===== config.mk =====
export PLATFORM = sky130hd
export DESIGN_NAME = sseg_scroll_msg_flat
export DESIGN_NICKNAME = d
export VERILOG_FILES = /design/src/rtl/sseg_scroll_msg_pkg.sv /design/src/rtl/sseg_scroll_msg_if.sv /design/src/rtl/sseg_scroll_msg_hex_to_sseg.sv /design/src/rtl/sseg_scroll_msg.sv /design/src/flat_wrapper.sv
export SDC_FILE = /design/constraint.sdc
export NUM_CORES = 1
export LEC_CHECK = 0
export ABC_AREA = 1
export CAP_MARGIN = 30
export CORE_UTILIZATION = 65
export CTS_CLUSTER_DIAMETER = 30
export DETAILED_ROUTE_END_ITERATION = 10
export PLACE_DENSITY = 0.88
export SYNTH_ARGS = -nofsm -noshare
export SYNTH_HDL_FRONTEND = slang
export SYNTH_SLANG_ARGS = --single-unit

===== constraint.sdc =====
create_clock -name clk -period 13.15 [get_ports clk]
set_input_delay 3.2875 -clock clk [delete_from_list [all_inputs] [get_ports clk]]
set_output_delay 3.2875 -clock clk [all_outputs]
set_load 0.05 [all_outputs]

===== src/rtl/sseg_scroll_msg_pkg.sv =====
// Shared types and constants for the scrolling seven-segment message source.
// The SSEG_SCROLL_BLANK_EN option itself lives in sseg_scroll_msg.sv.
package sseg_scroll_pkg;

  typedef enum logic [1:0] {IDLE, LOAD, SCROLL} state_t;

  localparam logic [6:0] SEG_BLANK = 7'h7F;

  // Active-low gfedcba patterns, indexed by nibble value.
  localparam logic [6:0] HEX_SEG [16] = '{
    7'b1000000, 7'b1111001, 7'b0100100, 7'b0110000,
    7'b0011001, 7'b0010010, 7'b0000010, 7'b1111000,
    7'b0000000, 7'b0010000, 7'b0001000, 7'b0000011,
    7'b1000110, 7'b0100001, 7'b0000110, 7'b0001110
  };

  // (base + off) mod n for base < n and off <= 3.
  // Three conditional subtractions are enough even when n == 1.
  function automatic logic [4:0] wrap_idx(input logic [4:0] base,
                                          input logic [1:0] off,
                                          input logic [4:0] n);
    logic [4:0] v;
    v = base + {3'b000, off};
    for (int i = 0; i < 3; i++)
      if (v >= n) v = v - n;
    return v;
  endfunction

endpackage


===== src/rtl/sseg_scroll_msg_if.sv =====
// Valid/ready write port carrying one hex nibble per transfer.
interface sseg_scroll_msg_if;
  logic       wr_valid;
  logic [3:0] wr_data;
  logic       wr_last;
  logic       wr_ready;

  modport master (output wr_valid, wr_data, wr_last, input wr_ready);
  modport slave  (input wr_valid, wr_data, wr_last, output wr_ready);
endinterface


===== src/rtl/sseg_scroll_msg_hex_to_sseg.sv =====
// Combinational nibble to active-low seven-segment decoder.
module hex_to_sseg
  import sseg_scroll_pkg::*;
(
  input  logic [3:0] hex,
  output logic [6:0] seg
);
  assign seg = HEX_SEG[hex];
endmodule


===== src/rtl/sseg_scroll_msg.sv =====
// Buffers a hex message and scrolls it across four seven-segment digits.
// Option macro SSEG_SCROLL_BLANK_EN: append one blank slot after the message.
module sseg_scroll_msg
  import sseg_scroll_pkg::*;
#(
  parameter int DEPTH    = 8,
  parameter int TICK_DIV = 25_000_000
) (
  input  logic               clk,
  input  logic               rst,
  input  logic               en,
  input  logic               cw,
  input  logic               clear,
  sseg_scroll_msg_if.slave   wr,
  output logic               scrolling,
  output logic [27:0]        ssegValues
);
  localparam int AW = $clog2(DEPTH);
  localparam int PW = $clog2(TICK_DIV);
`ifdef SSEG_SCROLL_BLANK_EN
  localparam logic [4:0] EXTRA = 5'd1;
`else
  localparam logic [4:0] EXTRA = 5'd0;
`endif

  state_t                 state;
  logic [4:0]             len, wr_ptr, pos, eff_len, next_pos;
  logic [PW-1:0]          presc;
  logic                   ready_q, wr_acc, tick, fill_done;
  logic [DEPTH-1:0][3:0]  msg_buf;
  logic [3:0][6:0]        seg_nxt;

  assign wr.wr_ready = ready_q;
  assign wr_acc      = wr.wr_valid && ready_q;
  assign fill_done   = wr.wr_last || (wr_ptr == 5'(DEPTH - 1));
  assign tick        = (state == SCROLL) && en && (presc == PW'(TICK_DIV - 1));
  assign eff_len     = len + EXTRA;
  assign next_pos    = cw ? ((pos == eff_len - 5'd1) ? 5'd0 : pos + 5'd1)
                          : ((pos == 5'd0) ? eff_len - 5'd1 : pos - 5'd1);

  always_ff @(posedge clk or negedge rst) begin
    if (!rst) begin
      state     <= IDLE;
      len       <= '0;
      wr_ptr    <= '0;
      pos       <= '0;
      presc     <= '0;
      ready_q   <= 1'b1;
      scrolling <= 1'b0;
    end else if (clear) begin
      state     <= IDLE;
      len       <= '0;
      wr_ptr    <= '0;
      pos       <= '0;
      presc     <= '0;
      ready_q   <= 1'b1;
      scrolling <= 1'b0;
    end else begin
      case (state)
        IDLE, LOAD: begin
          if (wr_acc) begin
            wr_ptr <= wr_ptr + 5'd1;
            if (fill_done) begin
              state     <= SCROLL;
              len       <= wr_ptr + 5'd1;
              pos       <= '0;
              presc     <= '0;
              ready_q   <= 1'b0;
              scrolling <= 1'b1;
            end else begin
              state <= LOAD;
            end
          end
        end
        SCROLL: begin
          if (en) begin
            presc <= tick ? '0 : presc + 1'b1;
            if (tick) pos <= next_pos;
          end
        end
        default: state <= IDLE;
      endcase
    end
  end

  // Message storage carries no reset; len gates what is ever displayed.
  always_ff @(posedge clk) begin
    if (wr_acc && !clear) msg_buf[wr_ptr[AW-1:0]] <= wr.wr_data;
  end

  for (genvar k = 0; k < 4; k++) begin : g_dig
    logic [4:0] idx;
    logic [6:0] dec;
    logic       slot_blank;

    assign idx = wrap_idx(pos, 2'(3 - k), eff_len);
    // Only the separator slot (idx == len) can land here while scrolling.
    assign slot_blank = (idx >= len);

    hex_to_sseg u_dec (
      .hex (msg_buf[idx[AW-1:0]]),
      .seg (dec)
    );

    assign seg_nxt[k] = slot_blank ? SEG_BLANK : dec;
  end

  always_ff @(posedge clk or negedge rst) begin
    if (!rst)                              ssegValues <= '1;
    else if (clear || state != SCROLL)     ssegValues <= '1;
    else                                   ssegValues <= seg_nxt;
  end

endmodule


===== src/flat_wrapper.sv =====
// flat-port wrapper written by rule: the top's interface ports become plain ports
module sseg_scroll_msg_flat import sseg_scroll_pkg::*;
#(
  parameter int DEPTH    = 8,
  parameter int TICK_DIV = 25_000_000
)
  (clk, rst, en, cw, clear, scrolling, ssegValues, wr_wr_valid, wr_wr_data, wr_wr_last, wr_wr_ready);
  sseg_scroll_msg_if wr_i ();
  input  logic clk;
  input  logic rst;
  input  logic en;
  input  logic cw;
  input  logic clear;
  output logic scrolling;
  output logic [27:0] ssegValues;
  input wire logic [$bits(wr_i.wr_valid)-1:0] wr_wr_valid;
  input wire logic [$bits(wr_i.wr_data)-1:0] wr_wr_data;
  input wire logic [$bits(wr_i.wr_last)-1:0] wr_wr_last;
  output wire logic [$bits(wr_i.wr_ready)-1:0] wr_wr_ready;
  assign wr_i.wr_valid = wr_wr_valid;
  assign wr_i.wr_data = wr_wr_data;
  assign wr_i.wr_last = wr_wr_last;
  assign wr_wr_ready = wr_i.wr_ready;
  sseg_scroll_msg #(.DEPTH(DEPTH), .TICK_DIV(TICK_DIV)) u_core (.clk(clk), .rst(rst), .en(en), .cw(cw), .clear(clear), .wr(wr_i), .scrolling(scrolling), .ssegValues(ssegValues));
endmodule

# ---- After elaboration in Yosys (flattened, before gate mapping)
# Memory sizes are Yosys's and may differ from the RTL's.
# Index checks and enable logic that the tools add are counted.
dict set report op_classes {
  add_sub_neg 19
  order_cmp 26
  eq_ne 11
  n_mux 70
  bitwise 4
  n_reduce_logical 20
}
# cell n
set op_table {}
lappend op_table {{5-bit two-way mux} 27}
lappend op_table {{25-bit two-way mux} 5}
lappend op_table {{7-bit two-way mux} 12}
lappend op_table {{5-bit >= comparator} 16}
lappend op_table {{5-bit subtractor} 12}
lappend op_table {{25-bit case mux with 2 select lines} 1}
lappend op_table {{4-bit binary-select mux with 3-bit select} 4}
lappend op_table {{32-bit bitwise mux} 1}
lappend op_table {{28-bit two-way mux} 1}
lappend op_table {{25-bit by 1-bit adder with 25-bit output (second input constant)} 1}
lappend op_table {{25-bit == test (second input constant)} 1}
lappend op_table {{5-bit >= comparator (second input constant)} 4}
lappend op_table {{3-bit by 4-bit less-than comparator with 1-bit output (second input constant)} 5}
lappend op_table {{4-bit two-way mux} 5}
lappend op_table {{4-bit inverter with 5-bit output} 4}
lappend op_table {{4-bit demux with 3-bit select} 1}
lappend op_table {{5-bit by 1-bit adder with 5-bit output (second input constant)} 2}
lappend op_table {{5-bit by 2-bit adder with 5-bit output (second input constant)} 2}
lappend op_table {{5-bit case mux with 2 select lines} 1}
lappend op_table {{5-bit by 1-bit subtractor with 5-bit output (second input constant)} 2}
lappend op_table {{3-bit by 2-bit != test with 1-bit output (second input constant)} 3}
lappend op_table {{1-bit two-way mux} 8}
lappend op_table {{2-bit two-way mux} 3}
lappend op_table {{2-bit nonzero test} 3}
lappend op_table {{other kinds (19)} 26}
dict set report word_totals {
  regBits 104
  rom_bits 448
  inputBits 11
  n_memories 4
}
# name depth width read_ports rd_clocked_by_memory_dff wr line
set memory_table {}
lappend memory_table {{(no name shown)} 16 7 1 0 0 sseg_scroll_msg_hex_to_sseg.sv:8} ;# assign seg = HEX_SEG[hex];
lappend memory_table {{(no name shown)} 16 7 1 0 0 sseg_scroll_msg_hex_to_sseg.sv:8}
lappend memory_table {{(no name shown)} 16 7 1 0 0 sseg_scroll_msg_hex_to_sseg.sv:8}
lappend memory_table {{(no name shown)} 16 7 1 0 0 sseg_scroll_msg_hex_to_sseg.sv:8}

# ---- Depth between registers and ports, before layout
# Gate-level depths: netlist (run 1).
dict set report depth {
  depth_word 15
  depth_mapped 44
  ltp_nobuf 43
}

# ---- By module
# Synthesis (run 1) repeated with hierarchy kept, for this count alone.
dict set report hier_totals {
  hier_cells 1634
  area_unflattened_um2 11313.4
}
# module n_inst cells_per_inst area_per_inst_um2 seq_area_each_um2
set by_module_without_submodules {}
lappend by_module_without_submodules {sseg_scroll_msg 1 1438 10217.3 2798.9}
lappend by_module_without_submodules {hex_to_sseg 4 49 274.0 0.0}

# ---- Worst setup path before layout (run 1)
# No wires, ideal clock.
dict set report synth_timing {
  path_type {flip-flop to flip-flop}
  start {register u_core.pos[0]}
  end {register u_core.ssegValues[1]}
  setup_time_ns 0.076
  arrival_time_ns 6.091
  path_slack_ns 6.983
  path_stages_with_launch 40
  path_buffers 1
  cell_sequence {dfrtp_1 clkinv_1 ha_1 inv_1 nand3_1 xor2_1 inv_1 ha_1 a21o_1 a21oi_4 nand2_4 o21ai_0 ha_1 nand2_1 inv_1 nand2_1 and2_1 nand2_2 [... 4 more ...] ha_1 a21oi_1 o211ai_1 a21oi_1 bufinv_8 nand2_1 nand2_4 buf_6 ha_1 inv_1 a21boi_0 o21a_1 o21ai_0 nand2_1 a211oi_1 o21ai_1 inv_1 nand2_1}
}
dict set report synth_via {
  elab_chain_len 15
  word_cells_on_any_way 19
  classes_between {add/sub (4); order compare (4); mux (9); bitwise (1); memory (1)}
}
# item line
set synth_lines {}
lappend synth_lines {{start, declared} sseg_scroll_msg.sv:27} ;# logic [4:0] len, wr_ptr, pos, eff_len, next_pos;
lappend synth_lines {{start signal, assigned} sseg_scroll_msg.sv:78} ;# if (tick) pos <= next_pos;
lappend synth_lines {{5-bit by 2-bit adder with 5-bit output (*)} sseg_scroll_msg_pkg.sv:23} ;# v = base + {3'b000, off};
lappend synth_lines {{5-bit subtractor or 5-bit >= comparator (tied branches)} sseg_scroll_msg_pkg.sv:25} ;# if (v >= n) v = v - n;
lappend synth_lines {{5-bit two-way mux (*)} sseg_scroll_msg_pkg.sv:25}
lappend synth_lines {{5-bit subtractor or 5-bit >= comparator (tied branches)} sseg_scroll_msg_pkg.sv:25}
lappend synth_lines {{5-bit two-way mux (*)} sseg_scroll_msg_pkg.sv:25}
lappend synth_lines {{5-bit subtractor or 5-bit >= comparator (tied branches)} sseg_scroll_msg_pkg.sv:25}
lappend synth_lines {{5-bit two-way mux (*)} sseg_scroll_msg_pkg.sv:25}
lappend synth_lines {{4-bit binary-select mux with 3-bit select} sseg_scroll_msg.sv:101} ;# .hex (msg_buf[idx[AW-1:0]]),
lappend synth_lines {{4-bit two-way mux (not written as such)} sseg_scroll_msg.sv:101}
lappend synth_lines {{4-bit inverter with 5-bit output (not written as such)} sseg_scroll_msg_hex_to_sseg.sv:8}
lappend synth_lines {{memory 16 x 7 bit} n/a}
lappend synth_lines {{7-bit two-way mux (not written as such) (2 in a row)} sseg_scroll_msg_hex_to_sseg.sv:8}
lappend synth_lines {{7-bit two-way mux (*)} sseg_scroll_msg.sv:105} ;# assign seg_nxt[k] = slot_blank ? SEG_BLANK : dec;
lappend synth_lines {{28-bit two-way mux (*)} sseg_scroll_msg.sv:110} ;# else if (clear || state != SCROLL) ssegValues <= '1;
lappend synth_lines {{end signal, assigned} sseg_scroll_msg.sv:111} ;# else ssegValues <= seg_nxt;
lappend synth_lines {{end, declared} sseg_scroll_msg.sv:16} ;# output logic [27:0] ssegValues
# Mark *: on every way between the ends. The rest lies on a longest branch, timed or not. The select of a mux whose other input is x is not followed.
# A chain may end at the register's enable or synchronous reset.

# ---- Final worst setup path (run 1)
dict set report layout_timing {
  start {register u_core.pos[0]}
  end {register u_core.ssegValues[14]}
}
dict set report layout_via {
  elab_chain_len 15
  word_cells_on_any_way 19
  classes_between {add/sub (4); order compare (4); mux (9); bitwise (1); memory (1)}
}
# item line
set layout_lines {}
lappend layout_lines {{5-bit by 1-bit adder with 5-bit output (*)} sseg_scroll_msg_pkg.sv:23}
lappend layout_lines {{5-bit subtractor or 5-bit >= comparator (tied branches)} sseg_scroll_msg_pkg.sv:25}
lappend layout_lines {{5-bit two-way mux (*)} sseg_scroll_msg_pkg.sv:25}
lappend layout_lines {{5-bit subtractor or 5-bit >= comparator (tied branches)} sseg_scroll_msg_pkg.sv:25}
lappend layout_lines {{5-bit two-way mux (*)} sseg_scroll_msg_pkg.sv:25}
lappend layout_lines {{5-bit subtractor or 5-bit >= comparator (tied branches)} sseg_scroll_msg_pkg.sv:25}
lappend layout_lines {{5-bit two-way mux (*)} sseg_scroll_msg_pkg.sv:25}
lappend layout_lines {{4-bit binary-select mux with 3-bit select} sseg_scroll_msg.sv:101}
lappend layout_lines {{4-bit two-way mux (not written as such)} sseg_scroll_msg.sv:101}
lappend layout_lines {{4-bit inverter with 5-bit output (not written as such)} sseg_scroll_msg_hex_to_sseg.sv:8}
lappend layout_lines {{memory 16 x 7 bit} n/a}
lappend layout_lines {{7-bit two-way mux (not written as such) (2 in a row)} sseg_scroll_msg_hex_to_sseg.sv:8}
lappend layout_lines {{7-bit two-way mux (*)} sseg_scroll_msg.sv:105}
lappend layout_lines {{28-bit two-way mux (*)} sseg_scroll_msg.sv:110}
# Marks and branches as above.

==> summary.txt, run 1 <==
Run status
  • Status: finished, final reports clean

Yosys
  • Syn. warnings: 0
  • Synth unique cells: 63
  • Mapped Cells: 1514
  • Async SR Flop Fraction: 69.2%
  • Sequential cell area fraction in the yosys report: 25.4%
  • Top cells by area, synth: nand2_1 15%, ha_1 12%, dfrtp_1 9.8%, edfxtp_1 8.7%, nand3_1 8.5%
  • Main synth FF type: dfrtp_1
  • Yosys top cell area share: 15.0%
  • Synth Register Bits: 104
  • Dominant cell type by area after synthesis: nand2_1
  • Syn_nets: 1647
  • Syn Std Cell Area: 11000 sq um
  • EDFF count, synth: 32
  • Syn_area_per_cell: 7.28 sq um

Timing
  • Final Critical Period: 7960 ps
  • Slew HR: 33.7%
  • Setup TNS: 0 ps
  • FMAX: 0.126 GHz
  • Final Skew: 14.1 ps
  • Unrepaired setup endpoints after global routing: no
  • Hold Violations, Final: 0
  • Pins Over Slew Limit: 0
  • Period utilization: 60.5%
  • Final Setup Violations: 0
  • Tightest Pin Transition: 991 ps

Cells and area
  • Non-filler cells, final: 1776
  • Multi-input logic area: 7350 sq um
  • Ant diodes: 0
  • Layout cell share with drive strength beyond 1: 12.5%
  • Nets@finish: 1684
  • Filler Cells Inserted: 1299
  • Synthesis-to-finish area growth: 8.12%
  • Register area: 2800 sq um
  • Commonest cells after routing, fill and taps aside: 440 x nand2_1, 187 x nand3_1, 170 x inv_1, 110 x ha_1, 67 x o21ai_0
  • Leading cell type in the layout, fill and taps excluded: nand2_1

Global routing
  • Largest net degree at the start of global routing: 73
  • First-pass GRT wire length: 46600 microns
  • Total gr overflow: 0
  • Number of global-route vias before repair: 10.0k
  • Number of antenna violations at the first check in global routing: 0
  • GRT Overall Usage: 32.6%

Worst setup path
  • Most used cell, CP: nand2_1
  • Worst path required time: 13450 ps
  • Critical Path Start Type: register
  • Worst setup path class: register to register
  • Worst stage delay on the critical path: 760 ps
  • Path depth of the worst reg2reg path: 31
  • Crit-path slowest cell: nor2_1
  • Crit-path max FO: 12
  • WP data arrival: 8260 ps
  • Critical path capture point type: register

Clocking
  • CTS sink cnt: 104
  • TritonCTS clock tree: yes
  • Clock insertion delay at the later pin of the skew report: 370 ps
  • CTS Buffer Depth: 2
  • Hold_buf cts: 0
  • Cts bufs inserted: 9
  • CTS clk-pin slew, worst paths: 80 ps
  • Setup Fix Bufs, Post-CTS: 0
  • Htree depth: 3
  • Clk root buf: clkbuf_16
  • Post-cts resize count: 0

Worst hold path
  • Hold Path Class: register to register
  • Worst hold stages: 2

Drt
  • DRT antenna net count: 0
  • Total wire length: 27500 microns
  • Initial DRC Count: 1075
  • Vias/cell: 5.90
  • DR WL/cell: 15.5 microns
  • Pre-antenna DRT Iters: 6
  • DR vias: 10.5k
  • # DRC: 0

Placed design
  • Final RePlAce weighted congestion: 0.991
  • PortBufs: 40
  • Placed cells: 1759
  • Dpl hpwl: 20600 microns

Floorplanning
  • Ports: 41
  • Chip height: 132 microns
  • Die Wd: 132 microns
  • Placement Rows: 47
  • Initial Util: 66.4%
  • Core Area: 16600 sq um
  • DIE AREA: 17500 sq um

Run
  • Maxcap violations: 0
## routing by layer
layer / up-vias / share of wire [%] / wire, microns / track usage (%)
li1: 5095 / - / - / -
met5: - / 0 / 0 / 0
met3: 112 / 9.1 / 2500 / 7.11
met4: 0 / 3.3 / 908 / 13.0
met1: 4806 / 41 / 11400 / 42.5
met2: 464 / 46 / 12700 / 52.7
## cell type report
class	instances	share of cell area, %
clock inverters	7	0.714
flip-flops and latches	104	23.5
multi-input cells	1203	61.7
clock buffers	9	1.89
well taps	220	2.31
inverters	187	6.04
repair buffers	46	3.89
## sequential cells by signal, summed over array words and instances (netlist names), 2 cells and up
signal and cells:
u_core.wr_ptr 5, u_core.state 2, u_core.msg_buf 32, u_core.pos 5, u_core.ssegValues 28, u_core.presc 25, u_core.len 5
## cell usage after synthesis (4+ instances only)
cell type	n
nand4_1	14
xor2_1	26
o21ai_2	7
inv_1	170
buf_6	8
o21ai_4	7
nand2_1	440
nand3_4	5
o21a_1	8
a21boi_0	4
nand3_1	187
edfxtp_1	32
clkbuf_1	5
buf_4	4
nor2_2	7
a211oi_1	6
ha_1	110
nor3_1	21
dfrtp_1	43
a31oi_1	13
nand3_2	25
o211ai_1	7
nor2_1	62
o21ai_0	67
inv_2	13
xnor2_1	22
dfstp_2	29
nand2_2	42
o32ai_1	4
a21oi_1	55
nand2_4	11
fa_1	12
## logic make-up (layout without fill, tap and decap cells)
kind of cell | count (synthesis) | in the layout | synth area share, %
adder cells (fa/ha/maj) | 122 | 122 | 14.7
AND/OR/NAND/NOR | 836 | 836 | 36.5
buffers and inverters | 207 | 249 | 7.93
flip-flops | 104 | 104 | 25.4
XOR/XNOR | 48 | 48 | 3.82
AO/OA/AOI/OAI | 197 | 197 | 11.7
## worst paths after layout
path	slack (ps)	end	from
min in group asynchronous	3130	u_core.ssegValues[6]	rst
worst max register to register	5190	u_core.ssegValues[14]	u_core.pos[0]
worst max-delay path	5190	u_core.ssegValues[14]	u_core.pos[0]
worst min register to register	480	u_core.wr.wr_ready	u_core.wr.wr_ready
worst min-delay path	480	u_core.wr.wr_ready	u_core.wr.wr_ready
max in group asynchronous	9690	u_core.wr.wr_ready	rst
## stage by stage
step | hold WS, ps | setup slack [ps] | utilization (%) | instance area, sq um
after global placement | 452 | 5920 | 69.8 | 11600
after global routing | 493 | 4450 | 71.8 | 11900
after CTS | 476 | 5370 | 71.7 | 11900
after detailed placement | 463 | 5380 | 69.8 | 11600
after floorplan | 433 | 6980 | - | 11000
final | 477 | 5190 | 71.8 | 11900
## worst max-delay path: cells and delay by family (launching register included)
family / cells / cell delay (ps)
adder cells (fa/ha/maj): 5 / 2000
XOR/XNOR: 1 / 90
buffers and inverters: 5 / 890
AO/OA/AOI/OAI: 9 / 2030
AND/OR/NAND/NOR: 11 / 2290
flip-flops: 1 / 560
Power of run 1 is not shown: default switching activity piles up to over one toggle a cycle in this logic, so the estimate is an artifact.
==> inputs of run 2 (changes only) <==
--- a/config.mk
+++ b/config.mk
@@ -7,10 +7,10 @@
 export LEC_CHECK = 0
 export ABC_AREA = 1
 export CAP_MARGIN = 30
-export CORE_UTILIZATION = 65
+export CORE_UTILIZATION = 57
 export CTS_CLUSTER_DIAMETER = 30
 export DETAILED_ROUTE_END_ITERATION = 10
-export PLACE_DENSITY = 0.88
+export PLACE_DENSITY = 0.82
 export SYNTH_ARGS = -nofsm -noshare
 export SYNTH_HDL_FRONTEND = slang
 export SYNTH_SLANG_ARGS = --single-unit
==> constraint.sdc (replaced) <==
create_clock -name clk -period 7.3 [get_ports clk]
set_input_delay 1.825 -clock clk [delete_from_list [all_inputs] [get_ports clk]]
set_output_delay 1.825 -clock clk [all_outputs]
set_load 0.05 [all_outputs]
==> summary.txt, run 2 (synthesis results as in run 1) <==
Run status
  • Status: finished, final reports clean

Cells and area
  • Commonest cells after routing, fill and taps aside: 440 x nand2_1, 187 x nand3_1, 170 x inv_1, 110 x ha_1, 67 x o21ai_0
  • Leading cell type in the layout, fill and taps excluded: nand2_1
  • Ant diodes: 0
  • Synthesis-to-finish area growth: 9.51%
  • Layout cell share with drive strength beyond 1: 13.2%
  • Largest register FFs: 32
  • Nets@finish: 1695

Timing
  • Final Setup Violations: 0
  • Pins Over Slew Limit: 0
  • Tightest Pin Transition: 669 ps
  • Setup TNS: 0 ps
  • Hold Violations, Final: 0
  • Final Critical Period: 6600 ps
  • Unrepaired setup endpoints after global routing: no
  • Period utilization: 90.5%
  • Slew HR: 55.3%
  • Final Skew: 17.6 ps
  • FMAX: 0.151 GHz

Clocking
  • Setup Fix Bufs, Post-CTS: 0
  • TritonCTS clock tree: yes
  • Hold_buf cts: 0
  • Clk root buf: clkbuf_16
  • CTS sink cnt: 104
  • CTS clk-pin slew, worst paths: 90 ps
  • CTS Buffer Depth: 2
  • Post-cts resize count: 0
  • Cts bufs inserted: 9
  • Htree depth: 3
  • Clock insertion delay at the later pin of the skew report: 370 ps

Drt
  • DR WL/cell: 15.0 microns
  • # DRC: 0
  • Vias/cell: 5.61
  • Initial DRC Count: 967
  • DR vias: 10.2k
  • Total wire length: 27400 microns
  • DRT antenna net count: 0
  • Pre-antenna DRT Iters: 6

Worst hold path
  • Worst hold stages: 2
  • Hold Path Origin: u_core.wr.wr_ready
  • Hold Path Sink: u_core.wr.wr_ready
  • Hold Path Class: register to register

Global routing
  • Total gr overflow: 0
  • Number of global-route vias before repair: 9719
  • GRT Overall Usage: 29.2%
  • First-pass GRT wire length: 46600 microns
  • Largest net degree at the start of global routing: 73
  • Number of antenna violations at the first check in global routing: 0

Worst setup path
  • Path depth of the worst reg2reg path: 36
  • Worst stage delay on the critical path: 530 ps
  • Worst path required time: 7620 ps
  • Worst Path Buf+Inv: 7
  • Worst setup path class: register to register
  • Critical register-to-register path startpoint: u_core.pos[1]
  • WP data arrival: 6920 ps
  • Crit-path leading delay family: compound AO/OA/AOI/OAI gates
  • Critical Path Start Type: register
  • R2r setup slk: 700 ps
  • RR Endpoint: u_core.ssegValues[1]
  • Critical path capture point type: register
  • Crit-path max FO: 16
  • Crit-path slowest cell: dfrtp_1

Floorplanning
  • Die Wd: 141 microns
  • Placement Rows: 50
  • DIE AREA: 19900 sq um
  • Core Area: 18800 sq um
  • Chip height: 141 microns
  • Ports: 41
  • Initial Util: 58.5%

Placed design
  • Final RePlAce weighted congestion: 0.967
  • PortBufs: 40
  • Dpl hpwl: 20900 microns

Run
  • Maxcap violations: 0
==> run 2: tightest hold or removal path, stage by stage (launching register included) <==
cell and delay (ps):
dfstp_2 380, nand2_1 60, nand2_1 40
==> run 2: per-layer routing <==
layer	up-vias	part of all wire (%)	track usage, %
met5	-	0	0
met4	0	1.8	9.44
met3	47	8.4	4.35
met2	398	45	47.2
met1	4684	45	40.0
li1	5118	-	-
==> run 2: cell type report <==
cell class	count	area (sq um)
Clock inverter	7	91.3
Fill cell	1624	6760
Sequential cell	104	2800
Inverter	187	719
Tap cell	260	325
Timing Repair Buffer	57	543
Clock buffer	9	225
Multi-Input combinational cell	1203	7360
==> run 2: worst max path at each step <==
stage / from / endpoint / depth (start not counted)
floorplan: u_core.pos[0] / u_core.ssegValues[1] / 39
global placement: u_core.pos[0] / u_core.ssegValues[1] / 38
detailed placement: u_core.pos[1] / u_core.ssegValues[1] / 36
CTS: u_core.pos[1] / u_core.ssegValues[1] / 36
global route: u_core.pos[1] / u_core.ssegValues[1] / 38
finish: u_core.pos[1] / u_core.ssegValues[1] / 36
==> run 2: metrics by stage <==
stage	instance area [sq um]	std cells	hold slack, ps	utilization [%]	setup slack [ps]
after floorplan	11000	1514	433	-	1130
after global placement	11700	1809	449	62.1	668
after detailed placement	11700	1810	462	62.2	425
after CTS	12000	1826	478	63.8	409
after global routing	12100	1827	502	64.1	18.3
final	12100	1827	475	64.1	697
Power of run 2 is left out for the same reason.
